$ cat src/rtl/sha512_unit.sv
// Packet intake, per-thread memories, a shared countdown round engine and a result FIFO (UOB).
// Data packets load the lowest idle thread; threads run in load order and emit 8-word records.
module sha512_unit #(
  parameter int unsigned N_CORES          = 4,
  parameter int unsigned UNIT_INPUT_WIDTH = 8
) (
  input  logic                        CLK,
  input  logic                        RESET,
  input  logic [UNIT_INPUT_WIDTH-1:0] unit_in,
  input  logic                        unit_in_ctrl,
  input  logic                        unit_in_wr_en,
  output logic                        unit_in_afull,
  output logic                        unit_in_ready,
  output logic [15:0]                 dout,
  input  logic                        rd_en,
  output logic                        empty
);
  localparam int unsigned TW = (N_CORES > 1) ? $clog2(N_CORES) : 1;
  localparam int unsigned IW = UNIT_INPUT_WIDTH + 1;

  typedef enum logic [1:0] {StIdle, StLoad, StSkip} pstate_e;
  typedef enum logic [2:0] {ThIdle, ThLoading, ThLoaded, ThRunning, ThOutput} tstate_e;
  typedef enum logic [1:0] {EngIdle, EngRun, EngOut} estate_e;

  // Input FIFO
  logic [IW-1:0] ifq_mem [32];
  logic [4:0]    ifq_wp_q, ifq_rp_q;
  logic [5:0]    ifq_cnt_q;
  logic          ifq_wr, ifq_rd, ifq_empty, ifq_full;
  logic [7:0]    head_byte;
  logic          head_ctrl;

  assign ifq_empty     = (ifq_cnt_q == 6'd0);
  assign ifq_full      = (ifq_cnt_q == 6'd32);
  assign ifq_wr        = unit_in_wr_en && !ifq_full;
  assign head_byte     = ifq_mem[ifq_rp_q][7:0];
  assign head_ctrl     = ifq_mem[ifq_rp_q][IW-1];
  assign unit_in_afull = (ifq_cnt_q >= 6'd28);

  always_ff @(posedge CLK) begin
    if (ifq_wr) ifq_mem[ifq_wp_q] <= {unit_in_ctrl, unit_in};
  end

  // Parser and thread state
  pstate_e       pstate_q, pstate_d;
  tstate_e       tstate_q [N_CORES];
  tstate_e       tstate_d [N_CORES];
  logic [4:0]    th_entry_q [N_CORES];
  logic [4:0]    th_entry_d [N_CORES];
  logic [TW-1:0] cur_q, cur_d;
  logic [7:0]    bcnt_q, bcnt_d;
  logic [23:0]   wbuf_q, wbuf_d;
  logic [4:0]    entry_q, entry_d;
  logic          any_idle;
  logic [TW-1:0] sel_idle;

  // Thread memories
  logic [31:0]   tmem [N_CORES*32];
  logic          mem_we;
  logic [TW+4:0] mem_waddr;
  logic [31:0]   mem_wdata;

  always_ff @(posedge CLK) begin
    if (mem_we) tmem[mem_waddr] <= mem_wdata;
  end

  // Load-order queue
  logic [TW-1:0] lq_mem [N_CORES];
  logic [TW-1:0] lq_wp_q, lq_rp_q, lq_head;
  logic [TW:0]   lq_cnt_q;
  logic          lq_push, lq_pop;

  assign lq_head = lq_mem[lq_rp_q];

  always_ff @(posedge CLK) begin
    if (lq_push) lq_mem[lq_wp_q] <= cur_q;
  end

  // Round engine and record formatting
  estate_e       estate_q, estate_d;
  logic [TW-1:0] eng_thr_q, eng_thr_d;
  logic [31:0]   run_q, run_d;
  logic [2:0]    wcnt_q, wcnt_d;
  logic [31:0]   start_cnt;
  logic [127:0]  rec;

  assign start_cnt = tmem[{lq_head, 5'd0}];
  assign rec = {8'h00, 3'b000, th_entry_q[eng_thr_q], tmem[{eng_thr_q, 5'd8}][7:0],
                tmem[{eng_thr_q, 5'd1}][7:0], tmem[{eng_thr_q, 5'd0}],
                tmem[{eng_thr_q, 5'd7}], tmem[{eng_thr_q, 5'd6}]};

  // Output buffer (UOB), first-word-fall-through
  logic [15:0] uob_mem [32];
  logic [4:0]  uob_wp_q, uob_rp_q;
  logic [5:0]  uob_cnt_q;
  logic        uob_wr, uob_rd;
  logic [15:0] uob_wdata;

  assign empty  = (uob_cnt_q == 6'd0);
  assign dout   = empty ? 16'h0000 : uob_mem[uob_rp_q];
  assign uob_rd = rd_en && !empty;

  always_ff @(posedge CLK) begin
    if (uob_wr) uob_mem[uob_wp_q] <= uob_wdata;
  end

  always_comb begin
    any_idle = 1'b0;
    sel_idle = '0;
    for (int i = N_CORES - 1; i >= 0; i--) begin
      if (tstate_q[i] == ThIdle) begin
        any_idle = 1'b1;
        sel_idle = TW'(i);
      end
    end
  end

  assign unit_in_ready = any_idle && (pstate_q == StIdle) && ifq_empty;

  always_comb begin
    pstate_d   = pstate_q;
    tstate_d   = tstate_q;
    th_entry_d = th_entry_q;
    cur_d      = cur_q;
    bcnt_d     = bcnt_q;
    wbuf_d     = wbuf_q;
    entry_d    = entry_q;
    ifq_rd     = 1'b0;
    mem_we     = 1'b0;
    mem_waddr  = {cur_q, bcnt_q[6:2]};
    mem_wdata  = {head_byte, wbuf_q};
    lq_push    = 1'b0;
    lq_pop     = 1'b0;
    estate_d   = estate_q;
    eng_thr_d  = eng_thr_q;
    run_d      = run_q;
    wcnt_d     = wcnt_q;
    uob_wr     = 1'b0;
    uob_wdata  = rec[{wcnt_q, 4'b0000} +: 16];

    if (!ifq_empty) begin
      unique case (pstate_q)
        StIdle: begin
          if (!head_ctrl) begin
            ifq_rd = 1'b1;  // stray payload outside a packet
          end else if (head_byte[2:0] == 3'b000) begin
            // Data header stays at the FIFO head until a thread frees up
            if (any_idle) begin
              ifq_rd             = 1'b1;
              cur_d              = sel_idle;
              tstate_d[sel_idle] = ThLoading;
              bcnt_d             = 8'd0;
              pstate_d           = StLoad;
            end
          end else begin
            ifq_rd = 1'b1;
            if (head_byte[2:0] == 3'b001) entry_d = head_byte[7:3];
            pstate_d = StSkip;
          end
        end
        StLoad: begin
          ifq_rd = 1'b1;
          if (head_ctrl) begin
            tstate_d[cur_q]   = ThLoaded;
            th_entry_d[cur_q] = entry_q;
            lq_push           = 1'b1;
            pstate_d          = StIdle;
          end else if (!bcnt_q[7]) begin
            bcnt_d = bcnt_q + 8'd1;
            wbuf_d = {head_byte, wbuf_q[23:8]};
            mem_we = (bcnt_q[1:0] == 2'd3);
          end
        end
        StSkip: begin
          ifq_rd = 1'b1;
          if (head_ctrl) pstate_d = StIdle;
        end
        default: pstate_d = StIdle;
      endcase
    end

    unique case (estate_q)
      EngIdle: begin
        if (lq_cnt_q != '0) begin
          lq_pop            = 1'b1;
          eng_thr_d         = lq_head;
          tstate_d[lq_head] = ThRunning;
          run_d             = (start_cnt == 32'd0) ? 32'd1 : start_cnt;
          estate_d          = EngRun;
        end
      end
      EngRun: begin
        if (run_q == 32'd1) begin
          tstate_d[eng_thr_q] = ThOutput;
          wcnt_d              = 3'd0;
          estate_d            = EngOut;
        end else begin
          run_d = run_q - 32'd1;
        end
      end
      EngOut: begin
        // Room for the whole record is reserved before the first word goes out
        if (wcnt_q != 3'd0 || uob_cnt_q <= 6'd24) begin
          uob_wr = 1'b1;
          wcnt_d = wcnt_q + 3'd1;
          if (wcnt_q == 3'd7) begin
            tstate_d[eng_thr_q] = ThIdle;
            estate_d            = EngIdle;
          end
        end
      end
      default: estate_d = EngIdle;
    endcase
  end

  always_ff @(posedge CLK or posedge RESET) begin
    if (RESET) begin
      ifq_wp_q  <= '0;
      ifq_rp_q  <= '0;
      ifq_cnt_q <= '0;
      pstate_q  <= StIdle;
      for (int i = 0; i < N_CORES; i++) begin
        tstate_q[i]   <= ThIdle;
        th_entry_q[i] <= '0;
      end
      cur_q     <= '0;
      bcnt_q    <= '0;
      wbuf_q    <= '0;
      entry_q   <= '0;
      lq_wp_q   <= '0;
      lq_rp_q   <= '0;
      lq_cnt_q  <= '0;
      estate_q  <= EngIdle;
      eng_thr_q <= '0;
      run_q     <= '0;
      wcnt_q    <= '0;
      uob_wp_q  <= '0;
      uob_rp_q  <= '0;
      uob_cnt_q <= '0;
    end else begin
      if (ifq_wr) ifq_wp_q <= ifq_wp_q + 5'd1;
      if (ifq_rd) ifq_rp_q <= ifq_rp_q + 5'd1;
      ifq_cnt_q  <= ifq_cnt_q + {5'd0, ifq_wr} - {5'd0, ifq_rd};
      pstate_q   <= pstate_d;
      tstate_q   <= tstate_d;
      th_entry_q <= th_entry_d;
      cur_q      <= cur_d;
      bcnt_q     <= bcnt_d;
      wbuf_q     <= wbuf_d;
      entry_q    <= entry_d;
      if (lq_push) lq_wp_q <= (lq_wp_q == TW'(N_CORES - 1)) ? '0 : lq_wp_q + 1'b1;
      if (lq_pop)  lq_rp_q <= (lq_rp_q == TW'(N_CORES - 1)) ? '0 : lq_rp_q + 1'b1;
      lq_cnt_q   <= lq_cnt_q + {{TW{1'b0}}, lq_push} - {{TW{1'b0}}, lq_pop};
      estate_q   <= estate_d;
      eng_thr_q  <= eng_thr_d;
      run_q      <= run_d;
      wcnt_q     <= wcnt_d;
      if (uob_wr) uob_wp_q <= uob_wp_q + 5'd1;
      if (uob_rd) uob_rp_q <= uob_rp_q + 5'd1;
      uob_cnt_q  <= uob_cnt_q + {5'd0, uob_wr} - {5'd0, uob_rd};
    end
  end

endmodule

$ cat config.mk
export PLATFORM = sky130hd
export DESIGN_NAME = sha512_unit
export DESIGN_NICKNAME = d
export VERILOG_FILES = /design/src/rtl/sha512_unit.sv
export SDC_FILE = /design/constraint.sdc
export NUM_CORES = 2
export LEC_CHECK = 0
export ABC_CLOCK_PERIOD_IN_PS = 12350
export CORE_MARGIN = 3
export CORE_UTILIZATION = 61
export DETAILED_ROUTE_END_ITERATION = 8
export PLACE_DENSITY = 0.82
export SETUP_SLACK_MARGIN = 0.15
export SYNTH_ARGS = -nofsm -noshare
export SYNTH_HDL_FRONTEND = slang
export SYNTH_MEMORY_MAX_BITS = 65536
export SYNTH_SLANG_ARGS = --single-unit
$ cat constraint.sdc
create_clock -name CLK -period 12.35 [get_ports CLK]
set_input_delay 2.47 -clock CLK [delete_from_list [all_inputs] [get_ports CLK]]
set_output_delay 2.47 -clock CLK [all_outputs]
set_load 0.01 [all_outputs]
Word-level counts from Yosys, hierarchy flattened. Memory sizes are Yosys's and may differ from the RTL's. Cells that the tools add are included.

$add $sub $neg: 15. Reduce and logical (&&, ||, !) cells: 38. Bitwise gates (word level): 22. Shift operators: 1. Equality and inequality tests: 23. Div/mod/pow operators: 0. Multiply operators: 0. Order comparisons: 10. Mux-type cells: 83.

Operators by type and width (count): $shiftx 128x8->16 (1); $mux 12 (9); $mux 32 (3); $pmux 32 s2 (1); $mux 8 (5); $pmux 12 s3 (1); $eq 32x1->1 const B (1); $logic_not 32->1 (1); $sub 32x1->32 const B (1); $mux 2 (14); $mux 1 (27); $and 8x8->8 (3); $demux 3 s2 (4); $not 8->8 (3); $pmux 12 s2 (1); $add 5x1->5 const B (4); $bwmux 20 (1); $mux 3 (6); $ne 2x2->1 const B (9); $mux 16 (1); $pmux 8 s2 (1); $logic_not 3->1 (5); $mux 5 (3); $add 6x1->6 (2); 45 further kinds (85).

Latch bits: 0. Word-level logic and storage cells: 223. Memories kept: 4. Memory bits (writable): 4904. Register bits after elaboration: 151. Input bits: 13. Bits in read-only memories: 0.

Memories: tmem (depth 128, bits a word 32, rd ports 6, clocked after memory_dff 0, write ports 1, line 58) `logic [31:0] tmem [N_CORES*32];`; uob_mem (depth 32, bits a word 16, rd ports 1, clocked after memory_dff 0, write ports 1, line 93) `logic [15:0] uob_mem [32];`; ifq_mem (depth 32, bits a word 9, rd ports 1, clocked after memory_dff 0, write ports 1, line 26) `logic [IW-1:0] ifq_mem [32];`; lq_mem (depth 4, bits a word 2, rd ports 1, clocked after memory_dff 0, write ports 1, line 68) `logic [TW-1:0] lq_mem [N_CORES];`.

Logic depth before layout (Yosys ltp).
Word-level depth: 21. Depth in mapped cells: 20.

Worst setup path after synthesis. No wires, ideal clock.

Path kind: register -> register. Start: reg ifq_rp_q[0]. End: mem tmem[39][0] (enable). Arrival time: 5.411 ns. Clock period less this slack: 5.913 ns. Library setup time: 0.502 ns. Path buffers: 3. Cell stages (with the launch flop): 10. Required time: 11.848 ns. Setup slack: 6.437 ns. Cell sequence: dfrtp_1 -> buf_6 -> mux4_2 -> mux2_2 -> o22ai_1 -> nor3_2 -> or3_1 -> clkbuf_1 -> clkbuf_1 -> nor4_1.

Longest elaborated chain between the ends: 6.

Ends and longest elaborated chain: start, declared (line 27) `logic [4:0] ifq_wp_q, ifq_rp_q;`; start signal, assigned (line 242) `if (ifq_rd) ifq_rp_q <= ifq_rp_q + 5'd1;`; $mem_v2 32x9; $mux 1 (line 163) `if (head_ctrl) begin`; $mux 1 (line 142) `unique case (pstate_q)`; $mux 1 (line 141) `if (!ifq_empty) begin`; $mux 1 (line 64) `if (mem_we) tmem[mem_waddr] <= mem_wdata;`; $mux 1 (implied by the code) (line 64); end, declared (line 58).

No other way between the ends.

Worst setup path in the final report.
Start: reg uob_rp_q[0]. End: out dout[8].

Longest elaborated chain between the ends: 2.

Ends and longest elaborated chain: start, declared (line 94) `logic [4:0] uob_wp_q, uob_rp_q;`; start signal, assigned (line 259) `if (uob_rd) uob_rp_q <= uob_rp_q + 5'd1;`; $mem_v2 32x16; $mux 16 (line 100) `assign dout = empty ? 16'h0000 : uob_mem[uob_rp_q];`; end, declared (line 14) `output logic [15:0] dout,`.

No other way between the ends.

==> flow_metrics.py <==
metrics = {
    "cts": {
        "cts.path.max_buffers": 3,
        "h-tree-depth": 4,
        "clk_latency_ps": 760,
        "cts_setup_buffers": 0,
        "cts-resized-gates": 0,
        "cts_tree": "yes",
        "cts_root_buf": "clkbuf_16",
        "postCtsHoldBufs": 0,
        "cts_inserted_buffers": 138,
        "cts.clk_slew.worst_paths_ps": 60,
        "clock-sinks": 1407,
    },
    "synth": {
        "synthArstFlopShare_pct": 10.73,
        "synth-seq-area-share_pct": 72.34,
        "syn_area_sq_mm": 0.05736,
        "yosys.area.top_type": "edfxtp_1",
        "yosysWarningCount": 0,
        "synth_top_area_share_pct": 65.75,
        "synth_area_leaders": "edfxtp_1 (66%), mux4_2 (15%), dfrtp_1 (6.6%), mux2i_1 (2.1%), nand2_1 (1.2%)",
        "synth.distinct_cells": 79,
        "synthFlopType": "edfxtp_1",
        "ys_seq_elements": 1407,
        "syn_inst": 2947,
        "avgSynthCellArea_sq_um": 19.46,
        "synth-edff-count": 1256,
        "syn_nets": 3010,
    },
    "global_routing": {
        "grt_max_degree": 90,
        "grt-ovfl-total": 0,
        "grt_pass1_wl_microns": 200400,
        "grt_usage_pct": 27.88,
        "antenna_found_initial": 1,
        "grt_pass1_vias": 30990,
    },
    "routing": {
        "vias": 29740,
        "viasPerCell": 6.783,
        "antenna_violating_nets_post_route": 0,
        "drt_iter0_drc": 3995,
        "wl_microns": 133700,
        "route.detailed.drc": 0,
        "wl_per_cell_microns": 30.49,
        "firstDrtPassIters": 8,
    },
    "sta": {
        "slew_violations": 0,
        "fin_crit_sh_pct": 59.44,
        "fin_crit_ps": 7341,
        "rsz0062_at_grt": "no",
        "fin_tns_setup_ps": 0,
        "max_freq_mhz": 136.2,
        "tightest_slew_ps": 1382,
        "finalSetupViolCount": 0,
        "setup_ws_ps": 5009,
        "slew_headroom_pct": 7.137,
        "final_hold_viol_count": 0,
        "fin_worst_skew_ps": 28.80,
    },
    "critical_path": {
        "critPathKind": "register to primary output",
        "r2r_slack_ps": 6780,
        "crit_path_start_kind": "register",
        "r2r-start": "ifq_rp_q[0]",
        "required_ps": 9880,
        "cp.arrival_ps": 4870,
        "end_kind": "primary output",
        "cp_max_fo": 56,
        "cp-startpoint": "uob_rp_q[0]",
        "reg2reg_to": "ifq_cnt_q[4]",
        "crit_end": "dout[8]",
        "worst_r2r_path_depth": 14,
    },
    "placement": {
        "globalplace.congestion": 0.8406,
        "place_ws_ps": 5646,
        "portBuffers": 31,
        "dp_cells": 4131,
        "place_hpwl_microns": 75120,
    },
    "final_layout": {
        "area_growth_pct": 10.86,
        "final_cells": 4385,
        "layout.nets": 3091,
        "drive_above_1_share_pct": 23.97,
    },
    "worst_hold_path": {
        "hold_path_startpoint": "run_q[20]",
        "min_path_type": "register to register",
    },
    "floorplan": {
        "core_area_sq_mm": 0.09250,
        "ios": 32,
        "die_y_microns": 312.6,
        "initial_core_util_pct": 62.01,
        "rows": 111,
        "die_w_microns": 312.6,
        "dieArea_sq_mm": 0.09775,
    },
    "power": {
        "power.total_mw": 14.75,
        "power.density_mw_per_mm2": 231.9,
        "p_leak_nw": 21.17,
        "peakVddDrop_mv": 0.2277,
    },
    "run_status": {
        "status": "finished, final reports clean",
    },
    "job": {
        "maxCapViolations": 0,
    },
}
## per-layer routing
metal	GRT usage (%)	part of all wire [%]	vias up
li1	-	-	12130
met1	37.78	37	15540
met2	46.27	51	1800
met3	5.745	9.4	279
met4	9.010	3.0	0
met5	0	0	-
## synth_stat cells, drive strengths merged (4+ instances only)
master / count
inv: 63
nor3: 33
edfxtp: 1256
nor4: 20
and4: 4
a21o: 4
and2: 6
o22ai: 16
xor2: 7
clkbuf: 95
nand3b: 5
a221o: 12
mux4: 383
mux2: 58
mux2i: 118
nor2: 143
o31ai: 9
or3b: 6
a22o: 5
o21ai: 64
or4: 7
a21oi: 35
or2: 6
nor2b: 9
nand4: 13
nand3: 18
nand2b: 9
o211ai: 11
ha: 47
a22oi: 7
o31a: 4
or3: 20
nand2: 177
dfrtp: 151
buf: 57
xnor2: 17
## cells by family after synthesis
logic type	count (synthesis)	synth area share, %
AND/OR/NAND/NOR	489	4.025
flip-flops	1407	72.34
multiplexers	559	18.26
adder cells (fa/ha/maj)	50	1.130
buffers and inverters	218	1.584
XOR/XNOR	24	0.3665
AO/OA/AOI/OAI	200	2.290
## flip-flops by register name, indices dropped and copies added (netlist names), 3 cells and up
signal,flops
bcnt_q,8
entry_q,5
ifq_cnt_q,6
ifq_mem,288
ifq_rp_q,5
ifq_wp_q,5
lq_cnt_q,3
lq_mem,8
run_q,32
th_entry_q,20
tmem,448
tstate_q,12
uob_cnt_q,6
uob_mem,512
uob_rp_q,5
uob_wp_q,5
wbuf_q,24
wcnt_q,3
## report_power, final
group,internal [mW],switching [mW]
Clock,2.32,1.78
Sequential,5.97,0.570
Combinational,1.86,2.25
Total,10.1,4.60
## critical path, stage by stage, from the launching register on
cell             delay [ps]
dfrtp_4                1080
buf_4                   950
mux4_2                  620
mux4_2                  490
mux2i_1                 210
nor2_1                  130
clkdlybuf4s50_1         560
## worst min-delay path by stage
stage,end,slack (ps),cells after the start
after CTS,run_q[20],500,2
after detailed placement,uob_rp_q[4],460,1
after global placement,run_q[17],460,2
after global routing,run_q[17],530,2
final,run_q[20],500,2
after floorplan,run_q[15],440,2
## layout make-up
type                       instances  area, sq um
multi-input combinational       1322        15070
fill                            5529        28910
clock buffer                     178         3686
tap                             1243         1555
inverter                          64        245.2
antenna                            1        2.502
clock inverter                    75        721.9
sequential                      1407        41520
timing repair buffer              95        790.8
## stage by stage
step | instance area [sq um] | utilization, % | hold WS, ps
finish | 63590 | 68.75 | 495.4
detailed placement | 59180 | 63.98 | 464.7
CTS | 63590 | 68.75 | 497.8
global route | 63590 | 68.75 | 528.1
global placement | 59180 | 63.98 | 455.8
floorplan | 57360 | - | 441.3
## cell usage in the layout, fill, tap and decap left out, types with 34 or more instances in the layout
cell / instances
nor2_1: 126
mux2_2: 58
nand2_1: 177
a21oi_1: 35
clkbuf_16: 140
clkbuf_1: 34
dfrtp_1: 142
mux4_2: 378
ha_1: 47
o21ai_0: 63
edfxtp_1: 1256
buf_4: 64
mux2i_1: 117
inv_1: 60
Note: power is estimated with default switching activity, not from simulation.
